<file path="src/rtl/cond_issue_queue_pkg.sv">
// Shared widths, entry/wakeup record types and the condition-update helper
// used by the condition-wait issue queue.
package cq_pkg;

  localparam int DATA_WIDTH      = 248;
  localparam int CONDITION_WIDTH = 2;
  localparam int INDEX_WIDTH     = 4;

  typedef struct packed {
    logic                       valid;
    logic [DATA_WIDTH-1:0]      data;
    logic [CONDITION_WIDTH-1:0] cond;
    logic [INDEX_WIDTH-1:0]     index;
  } entry_t;

  typedef struct packed {
    logic                       valid;
    logic [INDEX_WIDTH-1:0]     index;
    logic [CONDITION_WIDTH-1:0] mask;
    logic [CONDITION_WIDTH-1:0] value;
  } wk_chan_t;

  // Overwrite the masked condition bits with the merged wakeup value.
  function automatic logic [CONDITION_WIDTH-1:0] apply_wake(
    input logic [CONDITION_WIDTH-1:0] cond,
    input logic [CONDITION_WIDTH-1:0] mask,
    input logic [CONDITION_WIDTH-1:0] value
  );
    return (value & mask) | (cond & ~mask);
  endfunction

endpackage

</file>
<file path="src/rtl/cond_issue_queue_if.sv">
// Enqueue / wakeup / dequeue bundle of the condition-wait issue queue.
// master = producer/consumer side, slave = the queue itself.
interface cond_issue_queue_if import cq_pkg::*; #(
  parameter int DEPTH    = 8,
  parameter int WK_PORTS = 2
);
  localparam int COUNT_WIDTH = $clog2(DEPTH + 1);

  logic                                      flush;
  logic                                      enq_valid;
  logic                                      enq_ready;
  logic [DATA_WIDTH-1:0]                     enq_data;
  logic [CONDITION_WIDTH-1:0]                enq_condition;
  logic [INDEX_WIDTH-1:0]                    enq_index;
  logic [WK_PORTS-1:0]                       wk_valid;
  logic [WK_PORTS-1:0][INDEX_WIDTH-1:0]      wk_index;
  logic [WK_PORTS-1:0][CONDITION_WIDTH-1:0]  wk_mask;
  logic [WK_PORTS-1:0][CONDITION_WIDTH-1:0]  wk_value;
  logic                                      deq_valid;
  logic                                      deq_ready;
  logic [DATA_WIDTH-1:0]                     deq_data;
  logic [INDEX_WIDTH-1:0]                    deq_index;
  logic [COUNT_WIDTH-1:0]                    count;
  logic                                      empty;
  logic                                      full;

  modport master (
    output flush, enq_valid, enq_data, enq_condition, enq_index,
           wk_valid, wk_index, wk_mask, wk_value, deq_ready,
    input  enq_ready, deq_valid, deq_data, deq_index, count, empty, full
  );

  modport slave (
    input  flush, enq_valid, enq_data, enq_condition, enq_index,
           wk_valid, wk_index, wk_mask, wk_value, deq_ready,
    output enq_ready, deq_valid, deq_data, deq_index, count, empty, full
  );

endinterface

</file>
<file path="src/rtl/cond_issue_queue_slot.sv">
// One queue entry: flush > dequeue > enqueue write > wakeup, plus a ready flag
// (valid with every condition bit set).
module cq_slot import cq_pkg::*; (
  input  logic                       clock,
  input  logic                       reset,
  input  logic                       flush,
  input  logic                       deq,
  input  logic                       wr,
  input  logic [DATA_WIDTH-1:0]      wr_data,
  input  logic [CONDITION_WIDTH-1:0] wr_cond,
  input  logic [INDEX_WIDTH-1:0]     wr_index,
  input  logic [CONDITION_WIDTH-1:0] wk_mask,
  input  logic [CONDITION_WIDTH-1:0] wk_value,
  output entry_t                     entry,
  output logic                       ready
);

  // Entry register; a dequeued entry ignores any wakeup aimed at it.
  always_ff @(posedge clock or posedge reset) begin
    if (reset) begin
      entry <= '0;
    end else if (flush || deq) begin
      entry <= '0;
    end else if (wr) begin
      entry <= '{valid: 1'b1, data: wr_data, cond: wr_cond, index: wr_index};
    end else if (entry.valid) begin
      entry.cond <= apply_wake(entry.cond, wk_mask, wk_value);
    end
  end

  assign ready = entry.valid && (&entry.cond);

endmodule

</file>
<file path="src/rtl/cond_issue_queue.sv">
// Condition-wait issue queue: free-slot allocation, age matrix, oldest-ready
// selection, multi-channel wakeup merge and occupancy count.
module cond_issue_queue import cq_pkg::*; #(
  parameter int DEPTH    = 8,
  parameter int WK_PORTS = 2
) (
  input logic clock,
  input logic reset,
  cond_issue_queue_if.slave q
);

  localparam int COUNT_WIDTH = $clog2(DEPTH + 1);

  entry_t                                entry [DEPTH];
  wk_chan_t                              wk [WK_PORTS];
  logic [DEPTH-1:0]                      valid;
  logic [DEPTH-1:0]                      ready;
  logic [DEPTH-1:0]                      wr_vec;
  logic [DEPTH-1:0]                      sel;
  logic [DEPTH-1:0]                      deq_vec;
  logic [DEPTH-1:0][CONDITION_WIDTH-1:0] slot_m;
  logic [DEPTH-1:0][CONDITION_WIDTH-1:0] slot_v;
  logic [CONDITION_WIDTH-1:0]            enq_m;
  logic [CONDITION_WIDTH-1:0]            enq_v;
  logic [CONDITION_WIDTH-1:0]            enq_cond;
  // older[i][j] = 1 when entry i was enqueued before entry j
  logic [DEPTH-1:0][DEPTH-1:0]           older;
  logic [COUNT_WIDTH-1:0]                count_r;
  logic                                  has_free;
  logic                                  enq_ready;
  logic                                  enq_fire;
  logic                                  deq_valid;
  logic                                  deq_fire;
  logic [DATA_WIDTH-1:0]                 deq_data;
  logic [INDEX_WIDTH-1:0]                deq_index;

  // Repack the flat wakeup ports into channel records.
  always_comb begin
    for (int c = 0; c < WK_PORTS; c++) begin
      wk[c].valid = q.wk_valid[c];
      wk[c].index = q.wk_index[c];
      wk[c].mask  = q.wk_mask[c];
      wk[c].value = q.wk_value[c];
    end
  end

  // Merge matching wakeup channels per entry and for the incoming enqueue.
  always_comb begin
    enq_m  = '0;
    enq_v  = '0;
    slot_m = '0;
    slot_v = '0;
    for (int c = 0; c < WK_PORTS; c++) begin
      if (wk[c].valid) begin
        if (wk[c].index == q.enq_index) begin
          enq_m = enq_m | wk[c].mask;
          enq_v = enq_v | (wk[c].value & wk[c].mask);
        end
        for (int i = 0; i < DEPTH; i++) begin
          if (valid[i] && (entry[i].index == wk[c].index)) begin
            slot_m[i] = slot_m[i] | wk[c].mask;
            slot_v[i] = slot_v[i] | (wk[c].value & wk[c].mask);
          end
        end
      end
    end
  end

  assign enq_cond  = apply_wake(q.enq_condition, enq_m, enq_v);
  assign has_free  = ~&valid;
  assign enq_ready = has_free && !q.flush;
  assign enq_fire  = q.enq_valid && enq_ready;

  // Lowest-numbered free slot receives the enqueue.
  always_comb begin
    logic found;
    found  = 1'b0;
    wr_vec = '0;
    for (int i = 0; i < DEPTH; i++) begin
      if (!valid[i] && !found) begin
        wr_vec[i] = enq_fire;
        found     = 1'b1;
      end
    end
  end

  // Oldest ready entry: ready and no other ready entry is older than it.
  always_comb begin
    logic blocked;
    sel = '0;
    for (int i = 0; i < DEPTH; i++) begin
      blocked = 1'b0;
      for (int j = 0; j < DEPTH; j++) begin
        if (ready[j] && older[j][i]) blocked = 1'b1;
      end
      sel[i] = ready[i] && !blocked;
    end
  end

  // Payload mux; sel is one-hot or zero so an OR-reduction suffices.
  always_comb begin
    deq_data  = '0;
    deq_index = '0;
    for (int i = 0; i < DEPTH; i++) begin
      if (sel[i]) begin
        deq_data  = deq_data | entry[i].data;
        deq_index = deq_index | entry[i].index;
      end
    end
  end

  assign deq_valid = (|sel) && !q.flush;
  assign deq_fire  = deq_valid && q.deq_ready;
  assign deq_vec   = sel & {DEPTH{deq_fire}};

  for (genvar g = 0; g < DEPTH; g++) begin : g_slot
    cq_slot u_slot (
      .clock    (clock),
      .reset    (reset),
      .flush    (q.flush),
      .deq      (deq_vec[g]),
      .wr       (wr_vec[g]),
      .wr_data  (q.enq_data),
      .wr_cond  (enq_cond),
      .wr_index (q.enq_index),
      .wk_mask  (slot_m[g]),
      .wk_value (slot_v[g]),
      .entry    (entry[g]),
      .ready    (ready[g])
    );
    assign valid[g] = entry[g].valid;
  end

  // Age matrix: a new entry is younger than every live one; a dequeued
  // entry drops out of both its row and column.
  always_ff @(posedge clock or posedge reset) begin
    if (reset) begin
      older <= '0;
    end else if (q.flush) begin
      older <= '0;
    end else begin
      for (int i = 0; i < DEPTH; i++) begin
        for (int j = 0; j < DEPTH; j++) begin
          if (deq_vec[i] || deq_vec[j] || wr_vec[i]) begin
            older[i][j] <= 1'b0;
          end else if (wr_vec[j]) begin
            older[i][j] <= valid[i];
          end
        end
      end
    end
  end

  // Occupancy counter.
  always_ff @(posedge clock or posedge reset) begin
    if (reset) begin
      count_r <= '0;
    end else if (q.flush) begin
      count_r <= '0;
    end else begin
      count_r <= count_r + COUNT_WIDTH'(enq_fire) - COUNT_WIDTH'(deq_fire);
    end
  end

  assign q.enq_ready = enq_ready;
  assign q.deq_valid = deq_valid;
  assign q.deq_data  = deq_data;
  assign q.deq_index = deq_index;
  assign q.count     = count_r;
  assign q.empty     = (count_r == '0);
  assign q.full      = (count_r == COUNT_WIDTH'(DEPTH));

endmodule
</file>
<file path="src/flat_wrapper.sv">
// flat-port wrapper written by rule: the top's interface ports become plain ports
module cond_issue_queue_flat import cq_pkg::*;
#(
  parameter int DEPTH    = 8,
  parameter int WK_PORTS = 2
)
  (clock, reset, q_flush, q_enq_valid, q_enq_data, q_enq_condition, q_enq_index, q_wk_valid, q_wk_index, q_wk_mask, q_wk_value, q_deq_ready, q_enq_ready, q_deq_valid, q_deq_data, q_deq_index, q_count, q_empty, q_full);
  cond_issue_queue_if #(.DEPTH(DEPTH), .WK_PORTS(WK_PORTS)) q_i ();
  input logic clock;
  input logic reset;
  input wire logic [$bits(q_i.flush)-1:0] q_flush;
  input wire logic [$bits(q_i.enq_valid)-1:0] q_enq_valid;
  input wire logic [$bits(q_i.enq_data)-1:0] q_enq_data;
  input wire logic [$bits(q_i.enq_condition)-1:0] q_enq_condition;
  input wire logic [$bits(q_i.enq_index)-1:0] q_enq_index;
  input wire logic [$bits(q_i.wk_valid)-1:0] q_wk_valid;
  input wire logic [$bits(q_i.wk_index)-1:0] q_wk_index;
  input wire logic [$bits(q_i.wk_mask)-1:0] q_wk_mask;
  input wire logic [$bits(q_i.wk_value)-1:0] q_wk_value;
  input wire logic [$bits(q_i.deq_ready)-1:0] q_deq_ready;
  output wire logic [$bits(q_i.enq_ready)-1:0] q_enq_ready;
  output wire logic [$bits(q_i.deq_valid)-1:0] q_deq_valid;
  output wire logic [$bits(q_i.deq_data)-1:0] q_deq_data;
  output wire logic [$bits(q_i.deq_index)-1:0] q_deq_index;
  output wire logic [$bits(q_i.count)-1:0] q_count;
  output wire logic [$bits(q_i.empty)-1:0] q_empty;
  output wire logic [$bits(q_i.full)-1:0] q_full;
  assign q_i.flush = q_flush;
  assign q_i.enq_valid = q_enq_valid;
  assign q_i.enq_data = q_enq_data;
  assign q_i.enq_condition = q_enq_condition;
  assign q_i.enq_index = q_enq_index;
  assign q_i.wk_valid = q_wk_valid;
  assign q_i.wk_index = q_wk_index;
  assign q_i.wk_mask = q_wk_mask;
  assign q_i.wk_value = q_wk_value;
  assign q_i.deq_ready = q_deq_ready;
  assign q_enq_ready = q_i.enq_ready;
  assign q_deq_valid = q_i.deq_valid;
  assign q_deq_data = q_i.deq_data;
  assign q_deq_index = q_i.deq_index;
  assign q_count = q_i.count;
  assign q_empty = q_i.empty;
  assign q_full = q_i.full;
  cond_issue_queue #(.DEPTH(DEPTH), .WK_PORTS(WK_PORTS)) u_core (.clock(clock), .reset(reset), .q(q_i));
endmodule
</file>
<file path="config.mk">
export PLATFORM = sky130hd
export DESIGN_NAME = cond_issue_queue_flat
export DESIGN_NICKNAME = d
export VERILOG_FILES = /design/src/rtl/cond_issue_queue_pkg.sv /design/src/rtl/cond_issue_queue_if.sv /design/src/rtl/cond_issue_queue_slot.sv /design/src/rtl/cond_issue_queue.sv /design/src/flat_wrapper.sv
export SDC_FILE = /design/constraint.sdc
export NUM_CORES = 2
export LEC_CHECK = 0
export BUFFER_PORTS_ARGS = -buffer_cell sky130_fd_sc_hd__buf_2
export CORE_UTILIZATION = 55
export CTS_CLUSTER_SIZE = 12
export DETAILED_ROUTE_END_ITERATION = 7
export PLACE_DENSITY = 0.76
export REMOVE_ABC_BUFFERS = 1
export SLEW_MARGIN = 20
export SYNTH_ARGS = -nofsm -noshare
export SYNTH_HDL_FRONTEND = slang
export SYNTH_SLANG_ARGS = --single-unit
export TNS_END_PERCENT = 1
</file>
<file path="constraint.sdc">
create_clock -name clock -period 63.2 [get_ports clock]
set_input_delay 9.48 -clock clock [delete_from_list [all_inputs] [get_ports clock]]
set_output_delay 9.48 -clock clock [all_outputs]
set_load 0.02 [all_outputs]
</file>
======== After elaboration in Yosys (flattened, before gate mapping) ========
Index checks and enable logic that the tools add are counted.
Widths: inputs -> output; s select.
word-level totals
  register bits after elaboration ......... 2,108
  bits of input ports ..................... 277
cells by class
  bitwise operators ....................... 71
  equality and inequality tests ........... 19
  reductions and logical operators ........ 321
  mux-type cells .......................... 309
  add/subtract/negate cells ............... 2
operator list
  kind               number
  $mux 255           8
  $mux 249           8
  $mux 248           8
  $or 248x248->248   7
  $reduce_bool 3->1  72
  $mux 1             207
  $mux 2             56
  $logic_and 1x1->1  107
  $logic_or 1x1->1   100
  $eq 4x4->1         18
  $mux 4             17
  $mux 16            4
  $mux 64            1
  $or 2x2->2         27
  $and 2x2->2        20
  $or 4x4->4         7
  $logic_not 1->1    23
  $not 2->2          9
  $reduce_and 2->1   8
  $reduce_bool 2->1  8
  $and 8x8->8        1
  $reduce_and 8->1   1
  $reduce_or 8->1    1
  $add 4x1->4        1
  3 further kinds    3

======== Logic depth before layout (Yosys ltp) ========
  depth after elaboration ................. 28
  depth in mapped cells ................... 16

======== Hierarchy ========
From an unflattened synthesis, not the netlist that was laid out.
second synthesis, totals
  cells, all modules ...................... 8,451
  area, all modules ....................... 96,602.6 um^2
by module, submodules not included
  module            area each (um^2)  cells each  times used
  cq_slot           10,307.4          830         8
  cond_issue_queue  14,143.6          1,811       1

======== Least setup slack after synthesis ========
OpenSTA, ideal clock, no wires.
  kind .................................... input to output
  from .................................... input port q_flush
  to ...................................... output port q_deq_valid
  stages .................................. 4
  path buffers ............................ 3
  arrival ................................. 10,481 ps
  setup slack ............................. 43,239 ps
  required time ........................... 53,720 ps
  cells stage by stage .................... clkbuf_1 -> clkbuf_1 -> clkbuf_1 -> nor2_1
on the way
  cells in the longest elaborated chain, start to end .. 2
ends and longest elaborated chain
  element             line                     RTL
  start: declaration  flat_wrapper.sv:11       input wire logic [$bits(q_i.flush)-1:0] q_flush;
  $logic_not 1->1     cond_issue_queue.sv:112  assign deq_valid = (|sel) && !q.flush;
  $logic_and 1x1->1   cond_issue_queue.sv:112
  end: declaration    flat_wrapper.sv:22       output wire logic [$bits(q_i.deq_valid)-1:0] q_deq_valid;
Every way passes these cells.

======== Worst setup path in the final report ========
  from .................................... input port q_flush
  to ...................................... output port q_enq_ready
on the way
  cells in the longest elaborated chain, start to end .. 2
ends and longest elaborated chain
  element            line                    RTL
  $logic_not 1->1    cond_issue_queue.sv:71  assign enq_ready = has_free && !q.flush;
  $logic_and 1x1->1  cond_issue_queue.sv:71
  end: declaration   flat_wrapper.sv:21      output wire logic [$bits(q_i.enq_ready)-1:0] q_enq_ready;
Every way passes these cells.

==> flow_summary.yaml <==
sta:
  finalSetupTns_ps: 0
  post-route-period-util_pct: 31.6
  skew_ps: 34.7
  fmax_ghz: 0.0501
  fin_crit_ps: 19960
  finalSetupViolations: 0
  rsz0062_at_grt: "no"
  maxSlewHeadroom_pct: 9.17
  report.final.slew_viol_count: 0
  hold_violations: 0
  max_slew.worst_pin.slew_ps: 1360
place:
  dpl_cell_area_sq_um: 91900
  dp_hpwl_microns: 153000
  place.gp.congestion: 0.938
  io_buffers: 536
  placedCellCount: 9819
clocking:
  clk_pin_slew_ps: 60
  cts_root_buffer: "clkbuf_16"
  clock_path_buffers: 3
  cts_tree: "built"
  postCtsSetupBuffers: 0
  clock_latency_ps: 890
  numCtsBuffers: 212
  cts_num_sinks: 2108
  cts_hold_buf: 0
  h-tree-depth: 4
  cts_resized: 0
setup_path:
  crit_path_max_incr_delay_ps: 660
  r2r-start: "u_core.g_slot[1].u_slot.entry[254]"
  reg2reg_slack_ps: 57220
  cp_max_fo: 32
  cp_common_cell: "buf_2"
  cp.arrival_ps: 10480
  startpoint: "q_flush"
  worstRegToRegCells: 9
  worstPathRequired_ps: 53720
  critPathSlowestCell: "buf_2"
  crit_type: "in -> out"
  path_cells: "buf_2 > a31oi_1 > buf_2"
  start_kind: "primary input"
  endpoint_kind: "output port"
outcome:
  outcome: "finished, violations left"
  violations: "DRC"
route:
  wl_met2_microns: 140000
  wl_per_cell_microns: 30.5
  firstDrtPassIters: 8
  drt-vias-per-instance: 7.31
  wirelength_microns: 312000
  wl_met3_microns: 40600
  drtIter0Drc: 13000
  m1WireLength_microns: 119000
  vias: 74800
  antenna_left: 0
  drc: 2
  routed.top_layer: "met5"
logic_synthesis:
  synth_seq_cells: 2108
  syn-cell-area_sq_um: 90100
  synth_top_cell_by_area: "dfrtp_1"
  synthFlopType: "dfrtp_1"
  synth_edf_count: 0
  async_flop_share_pct: 100
  synthTopCellsByArea: "dfrtp_1 (59%), a22o_1 (17%), nand2_1 (5.4%), nand3_1 (4.4%), a222oi_1 (2.8%)"
  synth_top_area_share_pct: 58.5
  syn_avg_cell_area_sq_um: 11.3
  synth_cell_types: 64
  synth_cells: 8003
  seq_area_frac_synth_pct: 58.5
  yosys_warnings: 0
power_and_ir_drop:
  power.density_nw_per_um2: 27.7
  leakage_uw: 0.0490
  ir_drop_uv: 29.1
worst_hold_path:
  worstHoldStart: "u_core.g_slot[6].u_slot.entry[105]"
  hp-class: "reg -> reg"
  hold_depth: 2
grt:
  grt_antenna_before_repair: 87
  grt_max_degree: 207
  grt_overflow: 0
  grt_pass1_wl_microns: 471000
  grt_pass1_vias: 74200
  grt_usage_pct: 37.2
cells_and_area:
  syn_to_final_growth_pct: 9.67
  fin_area_sq_um: 98800
  drive_gt1_share_pct: 12.5
  mostFrequentLayoutCell: "dfrtp_1"
  fin_util_pct: 60.7
  instances_no_fill: 10200
  layout_common_cells: "dfrtp_1 (2108), a22o_1 (1766), nand2_1 (1305)"
  num-nets-final: 8146
floorplan:
  row_count: 148
  die_w_microns: 407
  coreArea_sq_um: 163000
  start_util_pct: 55.4
  io_pins: 537
  die_area_sq_um: 165000
  die_height_microns: 407
run:
  maxCapViolCount: 0
## per-layer routing
layer  vias up  track usage, %
li1      29700               -
met1     38100            51.1
met2      6064            54.7
met3       902            10.3
met4        64            17.7
met5         -               0
## worst max-delay path: cells and delay by family
family	cells	cell delay, ps
AO/OA/AOI/OAI	1	120
buffers and inverters	2	870
## where the power goes
group | switching [uW] | total [uW] | internal (uW) | leakage [uW]
clock network | 539 | 1220 | 685 | 0.00323
logic | 107 | 138 | 31.0 | 0.0165
registers | 12.1 | 1380 | 1370 | 0.0292
## flip-flops by register name, summed over array words and instances (netlist names)
signal and cells:
u_core.g_slot.u_slot.entry 2040, u_core.older 64, u_core.q.count 4
## path summary, 6_finish.rpt
check / end
setup / recovery: q_enq_ready
max in group asynchronous: u_core.g_slot[1].u_slot.entry[190]
hold reg to reg: u_core.g_slot[6].u_slot.entry[105]
min in group asynchronous: u_core.g_slot[4].u_slot.entry[135]
hold / removal: u_core.g_slot[6].u_slot.entry[105]
setup reg to reg: u_core.g_slot[5].u_slot.entry[6]
## stage by stage
step | total power [uW] | hold WS [ps] | setup slack [ps]
6_report | 2740 | 487 | 43240
5_1_grt | 2810 | 504 | 43220
2_1_floorplan | 1480 | 446 | -5830
3_3_place_gp | 1530 | 471 | 43270
4_1_cts | 2740 | 491 | 43260
3_5_place_dp | 1540 | 478 | 43260
## cell families (layout without fill, tap and decap cells)
kind of cell / Yosys count / count (layout) / synth area share (%)
adders and majority gates: 7 / 7 / 0.106
AOI/OAI and AO/OA: 2438 / 2438 / 23.7
buffers and inverters: 1059 / 1059 / 5.64
muxes: 18 / 18 / 0.204
and+or+nand+nor: 2305 / 2305 / 11.2
xor gates and xnor gates: 68 / 68 / 0.661
DFF: 2108 / 2108 / 58.5
other: 0 / 59 / 0
## final cells by class
cell class / count / area (sq um)
Fill cell: 12800 / 64000
Sequential cell: 2108 / 52800
Multi-Input combinational cell: 4836 / 32500
Clock buffer: 318 / 6150
Timing Repair Buffer: 670 / 4000
Tap cell: 2175 / 2720
Clock inverter: 37 / 453
Antenna cell: 59 / 148
Inverter: 34 / 135
## cells in the mapped netlist (all sizes together), types with 33 or more instances
cell type / count
nand3: 793
a21oi: 50
a222oi: 253
buf: 480
clkbuf: 545
inv: 34
dfrtp: 2108
a221oi: 260
xor2: 36
nand4: 33
a22o: 1766
nor2: 51
nor3: 48
nand2: 1305
Power figures use the tool's default switching activity.
